[src/rtl/parity_ecc_fifo2.sv]
// Generic 2-entry valid/ready FIFO. Ready depends on registered occupancy only,
// and the head entry is held stable until it is popped.
module parity_ecc_fifo2 #(
  parameter int WIDTH = 9
) (
  input  logic             clk,
  input  logic             rst_n,
  input  logic             s_valid,
  output logic             s_ready,
  input  logic [WIDTH-1:0] s_data,
  output logic             m_valid,
  input  logic             m_ready,
  output logic [WIDTH-1:0] m_data
);

  logic [WIDTH-1:0] mem_reg [2];
  logic             wr_ptr_reg;
  logic             rd_ptr_reg;
  logic [1:0]       count_reg;
  logic             push;
  logic             pop;

  assign s_ready = (count_reg < 2'd2);
  assign m_valid = (count_reg != 2'd0);
  assign m_data  = mem_reg[rd_ptr_reg];
  assign push    = s_valid && s_ready;
  assign pop     = m_valid && m_ready;

  // Storage is cleared on reset so nothing stale is ever presented on m_data.
  always_ff @(posedge clk or negedge rst_n) begin
    if (!rst_n) begin
      for (int i = 0; i < 2; i++) begin
        mem_reg[i] <= '0;
      end
      wr_ptr_reg <= 1'b0;
      rd_ptr_reg <= 1'b0;
      count_reg  <= 2'd0;
    end else begin
      if (push) begin
        mem_reg[wr_ptr_reg] <= s_data;
        wr_ptr_reg          <= ~wr_ptr_reg;
      end
      if (pop) begin
        rd_ptr_reg <= ~rd_ptr_reg;
      end
      case ({push, pop})
        2'b10:   count_reg <= count_reg + 2'd1;
        2'b01:   count_reg <= count_reg - 2'd1;
        default: count_reg <= count_reg;
      endcase
    end
  end

endmodule

[config.mk]
export PLATFORM = sky130hd
export DESIGN_NAME = parity_ecc_fifo2
export DESIGN_NICKNAME = d
export VERILOG_FILES = /design/src/rtl/parity_ecc_fifo2.sv
export SDC_FILE = /design/constraint.sdc
export NUM_CORES = 1
export LEC_CHECK = 0
export CORE_ASPECT_RATIO = 1.5
export CORE_MARGIN = 5
export CORE_UTILIZATION = 42
export DETAILED_ROUTE_END_ITERATION = 8
export PLACE_DENSITY = 0.73
export SLEW_MARGIN = 20
export SYNTH_ARGS = -nofsm -noshare
export SYNTH_HDL_FRONTEND = slang
export SYNTH_SLANG_ARGS = --single-unit
[constraint.sdc]
create_clock -name clk -period 1.49 [get_ports clk]
set_input_delay 0.3725 -clock clk [delete_from_list [all_inputs] [get_ports clk]]
set_output_delay 0.3725 -clock clk [all_outputs]
set_load 0.02 [all_outputs]
Word level (Yosys, flattened, before mapping)
Cells that the tools add are included.
- register bits after elaboration: 22
- input port bits: 13
- logic and storage cells: 29
- eq/ne operators: 2
- reduce and logical (&&, ||, !) cells: 5
- bitwise operators: 4
- $add $sub $neg: 2
- order comparisons: 4
- mux-type cells: 7
- operators with widths (operator ; count):
    $mux 9 ; 4
    $bwmux 18 ; 1
    $demux 9 s1 ; 1
    $ge 2x2->1 const B ; 2
    $not 1->2 ; 2
    $pmux 2 s2 ; 1
    $reduce_bool 2->1 ; 2
    $logic_and 1x1->1 ; 3
    $add 2x1->2 const B ; 1
    $eq 2x1->1 const B ; 1
    $eq 2x2->1 const B ; 1
    $lt 2x1->1 const B ; 1
    $lt 2x2->1 const B ; 1
    $not 1->1 ; 2
    $sub 2x1->2 const B ; 1

Logic depth before layout (Yosys ltp)
Gate-level depths: netlist of the first run.
- depth after elaboration: 6
- depth in mapped cells: 6
- mapped depth without buffers: 6

Worst setup path after synthesis of the first run
Ideal clock, no wire load.
- path kind: register to register
- start: register count_reg[0]
- end: register count_reg[1]
- setup time: 0.080 ns
- slack: -0.090 ns
- period minus slack after synthesis: 1.580 ns
- arrival time: 1.499 ns
- data required time: 1.410 ns
- path buffers: 0
- stages on the path, launching flop included: 6
- path through: dfrtp_1 > or2_2 > and2_1 > ha_1 > nor2_1 > xnor2_1
- word-level cells in the longest chain between the ends: 4
- RTL lines (element ; line ; RTL):
    from (decl) ; 19 ; logic [1:0] count_reg;
    from (signal assigned) ; 47 ; 2'b10: count_reg <= count_reg + 2'd1;
    from (signal assigned) ; 48 ; 2'b01: count_reg <= count_reg - 2'd1;
    from (signal assigned) ; 49 ; default: count_reg <= count_reg;
    $reduce_bool 2->1 (*) ; 24 ; assign m_valid = (count_reg != 2'd0);
    via m_valid ; 11 ; output logic m_valid,
    $logic_and 1x1->1 (*) ; 27 ; assign pop = m_valid && m_ready;
    via pop ; 21 ; logic pop;
    $eq 2x1->1 or $eq 2x2->1 (tied branches) ; 46 ; case ({push, pop})
    $pmux 2 s2 or $reduce_bool 2->1 (tied branches) ; -- ;
Mark *: on every way through the listed nets, which the timed path passes. The rest lies on a longest branch.
A chain may end at the register's enable or synchronous reset.

Final worst setup path of the first run
- start: register rd_ptr_reg
- end: output port m_data[8]
- word-level cells in the longest chain between the ends: 4
- RTL lines (element ; line ; RTL):
    from (decl) ; 18 ; logic rd_ptr_reg;
    from (signal assigned) ; 44 ; rd_ptr_reg <= ~rd_ptr_reg;
    $not 1->2 (not written as such) ; 25 ; assign m_data = mem_reg[rd_ptr_reg];
    $mux 9 (not written as such) (3 in a row) ; 25 ;
    to (decl) ; 13 ; output logic [WIDTH-1:0] m_data
Every way passes these cells. The select of a mux whose other input is x is not followed.

==> results_dict.tcl, run 1 <==
set metrics [dict create \
    status "finished, violations left" \
    violations "setup timing" \
    wirelength_um 1844 \
    syn_to_final_growth_pct 47.53 \
    synth_nets 77 \
    detail-route-antenna-nets 0 \
    crit_path_start "rd_ptr_reg" \
    core-area_um2 2207 \
    place_area_um2 1303 \
    crit_type "reg2out" \
    max-vdd-ir-drop_uv 1178 \
    vias 616 \
    n_antenna_cell 0 \
    root_buffer "clkbuf_4" \
    fin_crit_ns 1.695 \
    finalNetCount 116 \
    startpoint_type "flop" \
    ff2ff_setup_slack_ns 0.06 \
    reg2reg_from "count_reg[0]" \
    pre_cts_ws_ns -0.2524 \
    slew_viol_final 0 \
    r2r_cells 6 \
    die_h_um 68.66 \
    critPathCaptureType "primary output" \
    grt_max_degree 23 \
    finalPower_mw 3.464 \
    placementRows 21 \
    portBuffers 23 \
    grt_pass1_vias 651 \
    dp.cells 119 \
    register_area_um2 550.5 \
    place.gp.congestion 0.6933 \
    clk_pin_slew_ns 0.11 \
    tns_ns -1.794 \
    clkSinkCount 22 \
    synth.cell_area_um2 963.4 \
    power.leakage_nw 0.6492 \
    yosysSeqAreaShare_pct 57.14 \
    rr_endpoint "count_reg[1]" \
    hold_ws_ns 0.4005 \
    drive_gt1_share_pct 59.41 \
    final_core_util_pct 64.40 \
    ys_types 13 \
    drc 0 \
    grt_use_total_pct 11.53 \
    skew_ns 0.002920 \
    cts_made_buffers 3 \
    die_w_um 49.11 \
    min_path_type "in2async" \
    worst_slack_ns -0.2049 \
    power_density_nw_per_um2 2437 \
    relSlewSlack_pct 81.79 \
    cap_viol_max_count 0 \
    cts_max_path_buffers 2 \
    cts_hold_buf 0 \
    synth_seq_cells 22 \
    arrival_ns 1.32 \
    fin_crit_sh_pct 113.8 \
    wl_per_cell_um 14.87 \
    firstDrtPassIters 2 \
    final_area_um2 1421 \
    finalSetupViolCount 9 \
    grt_antenna_before_repair 0 \
    avgViaCountPerCell 4.968 \
    rsz0062_at_grt "true" \
    drt_iter0_markers 14 \
    stdcell_count 124 \
    grt_pass1_wl_um 2932 \
    overflow 0 \
    finalHoldViolations 0 \
    syn_area_per_cell_um2 15.29 \
    syn_inst 63 \
    critPathRequiredTime_ns 1.12 \
    max_freq_ghz 0.5900 \
    multi_input_comb_area_um2 462.9 \
    cts_htree_levels 1 \
    worstPathMaxFanout 4 \
    fill_cells 179 \
    largest_reg_flops 18 \
    die-area_um2 3372 \
    worst_slew_pin_slew_ns 0.2731 \
    ys_warn_count 0 \
    clkLatencyLatePin_ns 0.30 \
    start_util_pct 43.65 \
    top_level_ports 24 \
    cts_tree "yes" \
]
worst max path at each step:
| stage | endpoint | slack, ns |
|---|---|---|
| floorplan | count_reg[1] | 0.002 |
| global placement | m_data[1] | -0.24 |
| detailed placement | m_data[8] | -0.25 |
| CTS | m_data[8] | -0.22 |
| global route | m_data[8] | -0.26 |
| finish | m_data[8] | -0.20 |
where the power goes:
| group | leakage, nW | switching [mW] | internal [mW] |
|---|---|---|---|
| combinational | 0.368 | 0.792 | 1.25 |
| sequential | 0.260 | 0.187 | 0.908 |
| clock | 0.0210 | 0.174 | 0.149 |
synth_stat cells, drive strengths merged:
library cell,n,area (um^2)
dfrtp,22,550.5
inv,1,3.750
xor2,1,8.760
nand2b,1,6.260
nor2,2,15.01
mux2,27,304.0
or2,1,6.260
xnor2,4,35.03
and2,1,6.260
ha,1,12.51
nand3,1,10.01
buf,1,5.000
critical path, stage by stage, from the launching register on:
cell and delay (ns):
dfrtp_1 0.44, buf_6 0.15, mux2_4 0.30, buf_6 0.13
what timing repair did:
action                                  4_1_cts  5_1_grt
buffers inserted                              1        0
resized for setup                            74        5
endpoints found under the setup margin       12       12
pin swaps                                     2        4
final cells by class:
type                            instances  area share [%]
Tap cell                               23           2.025
Inverter                                1          0.2641
Clock buffer                            4           2.553
Multi-Input combinational cell         39           32.57
Timing Repair Buffer                   35           23.86
Sequential cell                        22           38.73
metal layers:
layer	track usage [%]	up-vias	wire, um
li1	-	294	-
met1	13.64	304	780
met2	19.35	14	942
met3	2.151	4	78
met4	7.071	0	43
met5	0	-	0
cells by family (layout without fill, tap and decap cells):
group	Yosys count	after routing	synth area share, %
AND/OR/NAND/NOR	6	6	4.546
flip-flops	22	22	57.14
multiplexers	27	27	31.56
buffers and inverters	2	40	0.9082
adder cells (fa/ha/maj)	1	1	1.298
XOR/XNOR	5	5	4.545
placed cells by master (no fill, tap or decap), types with 3 or more instances in the layout:
cell type / instances
mux2_4: 9
buf_4: 9
buf_6: 13
dfrtp_1: 22
xnor2_1: 3
clkdlybuf4s50_1: 12
mux2_2: 18
clkbuf_4: 3
Power figures use the tool's default switching activity.
==> inputs of run 2 (changes only) <==
--- a/config.mk
+++ b/config.mk
@@ -11,5 +11,4 @@
 export DETAILED_ROUTE_END_ITERATION = 8
 export PLACE_DENSITY = 0.73
-export SLEW_MARGIN = 20
 export SYNTH_ARGS = -nofsm -noshare
 export SYNTH_HDL_FRONTEND = slang
==> constraint.sdc (replaced) <==
create_clock -name clk -period 1.49 [get_ports clk]
set_input_delay 0.298 -clock clk [delete_from_list [all_inputs] [get_ports clk]]
set_output_delay 0.298 -clock clk [all_outputs]
set_load 0.02 [all_outputs]
==> run 2 against run 1 <==
Compared with the run above: the flow still finishes with violations (setup timing); die area stayed put; via count down 3.1%; wire length is 5.6% lower; clock power shrank 21%; cell count down 0.81%; hold slack worse by 0.072 ns; global-route usage about the same; setup slack better by 0.077 ns; core utilization down 1.0 points; maximum frequency up 4.7%; clock skew barely moved.
==> results_dict.tcl, run 2 (synthesized netlist as in run 1, its figures left out) <==
set metrics [dict create \
    status "finished, violations left" \
    violations "setup timing" \
    drt_iter0_markers 3 \
    grt_use_total_pct 11.58 \
    cts_hold_buf 0 \
    cp_top_family "flip-flops" \
    finalSetupViolCount 9 \
    die-area_um2 3372 \
    top_level_ports 24 \
    firstDrtPassIters 2 \
    root_buffer "clkbuf_4" \
    clkLatencyLatePin_ns 0.30 \
    startpoint_type "flop" \
    slowest_stage "dfrtp_1" \
    tns_ns -1.078 \
    p_sw_mw 1.143 \
    grt_pass1_vias 700 \
    pre_cts_ws_ns -0.1790 \
    stdcell_count 123 \
    finalHoldViolations 0 \
    die_w_um 49.11 \
    grt_pass1_wl_um 3056 \
    power_density_nw_per_um2 2418 \
    layout_commonest_cell "dfrtp_1" \
    worst_slack_ns -0.1281 \
    grt_antenna_before_repair 0 \
    n_antenna_cell 0 \
    critPathRequiredTime_ns 1.19 \
    slew_viol_final 0 \
    cts_max_path_buffers 2 \
    wirelength_um 1740 \
    worst_slew_pin_slew_ns 0.2728 \
    dp_hpwl_um 1328 \
    fill_cells 185 \
    cts_htree_levels 1 \
    power.share.clock_pct 7.5 \
    fin_crit_sh_pct 108.6 \
    critPathBufInv 2 \
    cts_tree "yes" \
    p_comb_share_pct 59.9 \
    max-vdd-ir-drop_uv 1322 \
    place.gp.congestion 0.6766 \
    wl_per_cell_um 14.15 \
    p_seq_share_pct 32.6 \
    grt_max_degree 23 \
    clkSinkCount 22 \
    portBuffers 23 \
    drc 0 \
    rsz0062_at_grt "true" \
    crit_top_cell "buf_6" \
    final_core_util_pct 63.38 \
    vias 597 \
    crit_path_cell_trace "buf_6, mux2_4, buf_6" \
    worstPathMaxFanout 4 \
    cap_viol_max_count 0 \
    relSlewSlack_pct 81.79 \
    avgViaCountPerCell 4.854 \
    detail-route-antenna-nets 0 \
    finalPower_mw 3.382 \
    max_freq_ghz 0.6180 \
    power.leakage_nw 0.6372 \
    dp.cells 119 \
    arrival_ns 1.32 \
    placementRows 21 \
    clk_pin_slew_ns 0.11 \
    critPathCaptureType "primary output" \
    p_int_mw 2.239 \
    finalNetCount 116 \
    crit_type "reg2out" \
    p_sw_share_pct 33.79 \
    syn_to_final_growth_pct 45.19 \
    fin_crit_ns 1.618 \
    core-area_um2 2207 \
    largest_reg_flops 18 \
    min_path_type "in2async" \
    die_h_um 68.66 \
    critPathMaxStageDelay_ns 0.44 \
    skew_ns 0.002834 \
    drive_gt1_share_pct 59.00 \
    final_cell_mix "dfrtp_1 (22), mux2_2 (18), clkdlybuf4s50_1 (12), buf_6 (12)" \
    overflow 0 \
    cts_made_buffers 3 \
    start_util_pct 43.65 \
]
==> run 2: power by group through the flow <==
| stage | logic, mW | clock network [mW] | registers [mW] |
|---|---|---|---|
| after floorplan | 1.07 | 0 | 1.04 |
| after global placement | 1.74 | 0 | 1.07 |
| after detailed placement | 1.77 | 0 | 1.10 |
| after CTS | 1.57 | 0.266 | 1.08 |
| after global routing | 2.17 | 0.290 | 1.14 |
| final | 2.03 | 0.254 | 1.10 |
==> run 2: layout make-up <==
class                           count  area, um^2  share of cell area (%)
Sequential cell                    22       550.5                   39.36
Multi-Input combinational cell     39       455.4                   32.56
Timing Repair Buffer               35       337.8                   24.15
Tap cell                           23       28.78                   2.057
Clock buffer                        3       22.52                   1.610
Inverter                            1       3.754                  0.2683
==> run 2: per-stage QoR <==
step	area (um^2)	hold WS, ns
final	1399	0.3283
after detailed placement	1303	0.4991
after global routing	1399	0.3387
after global placement	1303	0.4827
after floorplan	965.9	0.002409
after CTS	1274	0.3271
==> run 2: worst paths after layout <==
path	from	slack, ns	depth (start not counted)	end
setup reg to reg	count_reg[0]	0.08	6	count_reg[1]
max in group asynchronous	rst_n	0.95	2	mem_reg[11]
hold / removal	rst_n	0.33	2	mem_reg[13]
setup / recovery	rd_ptr_reg	-0.13	3	m_data[2]
min in group clk	mem_reg[13]	0.52	1	mem_reg[13]
hold reg to reg	mem_reg[13]	0.52	1	mem_reg[13]
==> run 2: worst register-to-register path: stages (launching register included) <==
cell	delay (ns)
dfrtp_1	0.40
or2_4	0.25
and2_4	0.16
ha_2	0.19
xnor2_2	0.13
nor2_2	0.09
xnor2_1	0.12
==> run 2: timing repair <==
item	in CTS	in global routing
buffers inserted	0	1
pin swaps	1	0
hold endpoints to repair	0	0
gates resized for setup	41	35
setup endpoints to repair	12	11
==> run 2: layer usage <==
metal | global-route usage, % | wire (um) | up-vias
met5 | 0 | 0 | -
met4 | 5.051 | 19 | 0
met3 | 2.581 | 86 | 2
met2 | 20.00 | 899 | 14
met1 | 13.77 | 735 | 287
li1 | - | - | 294
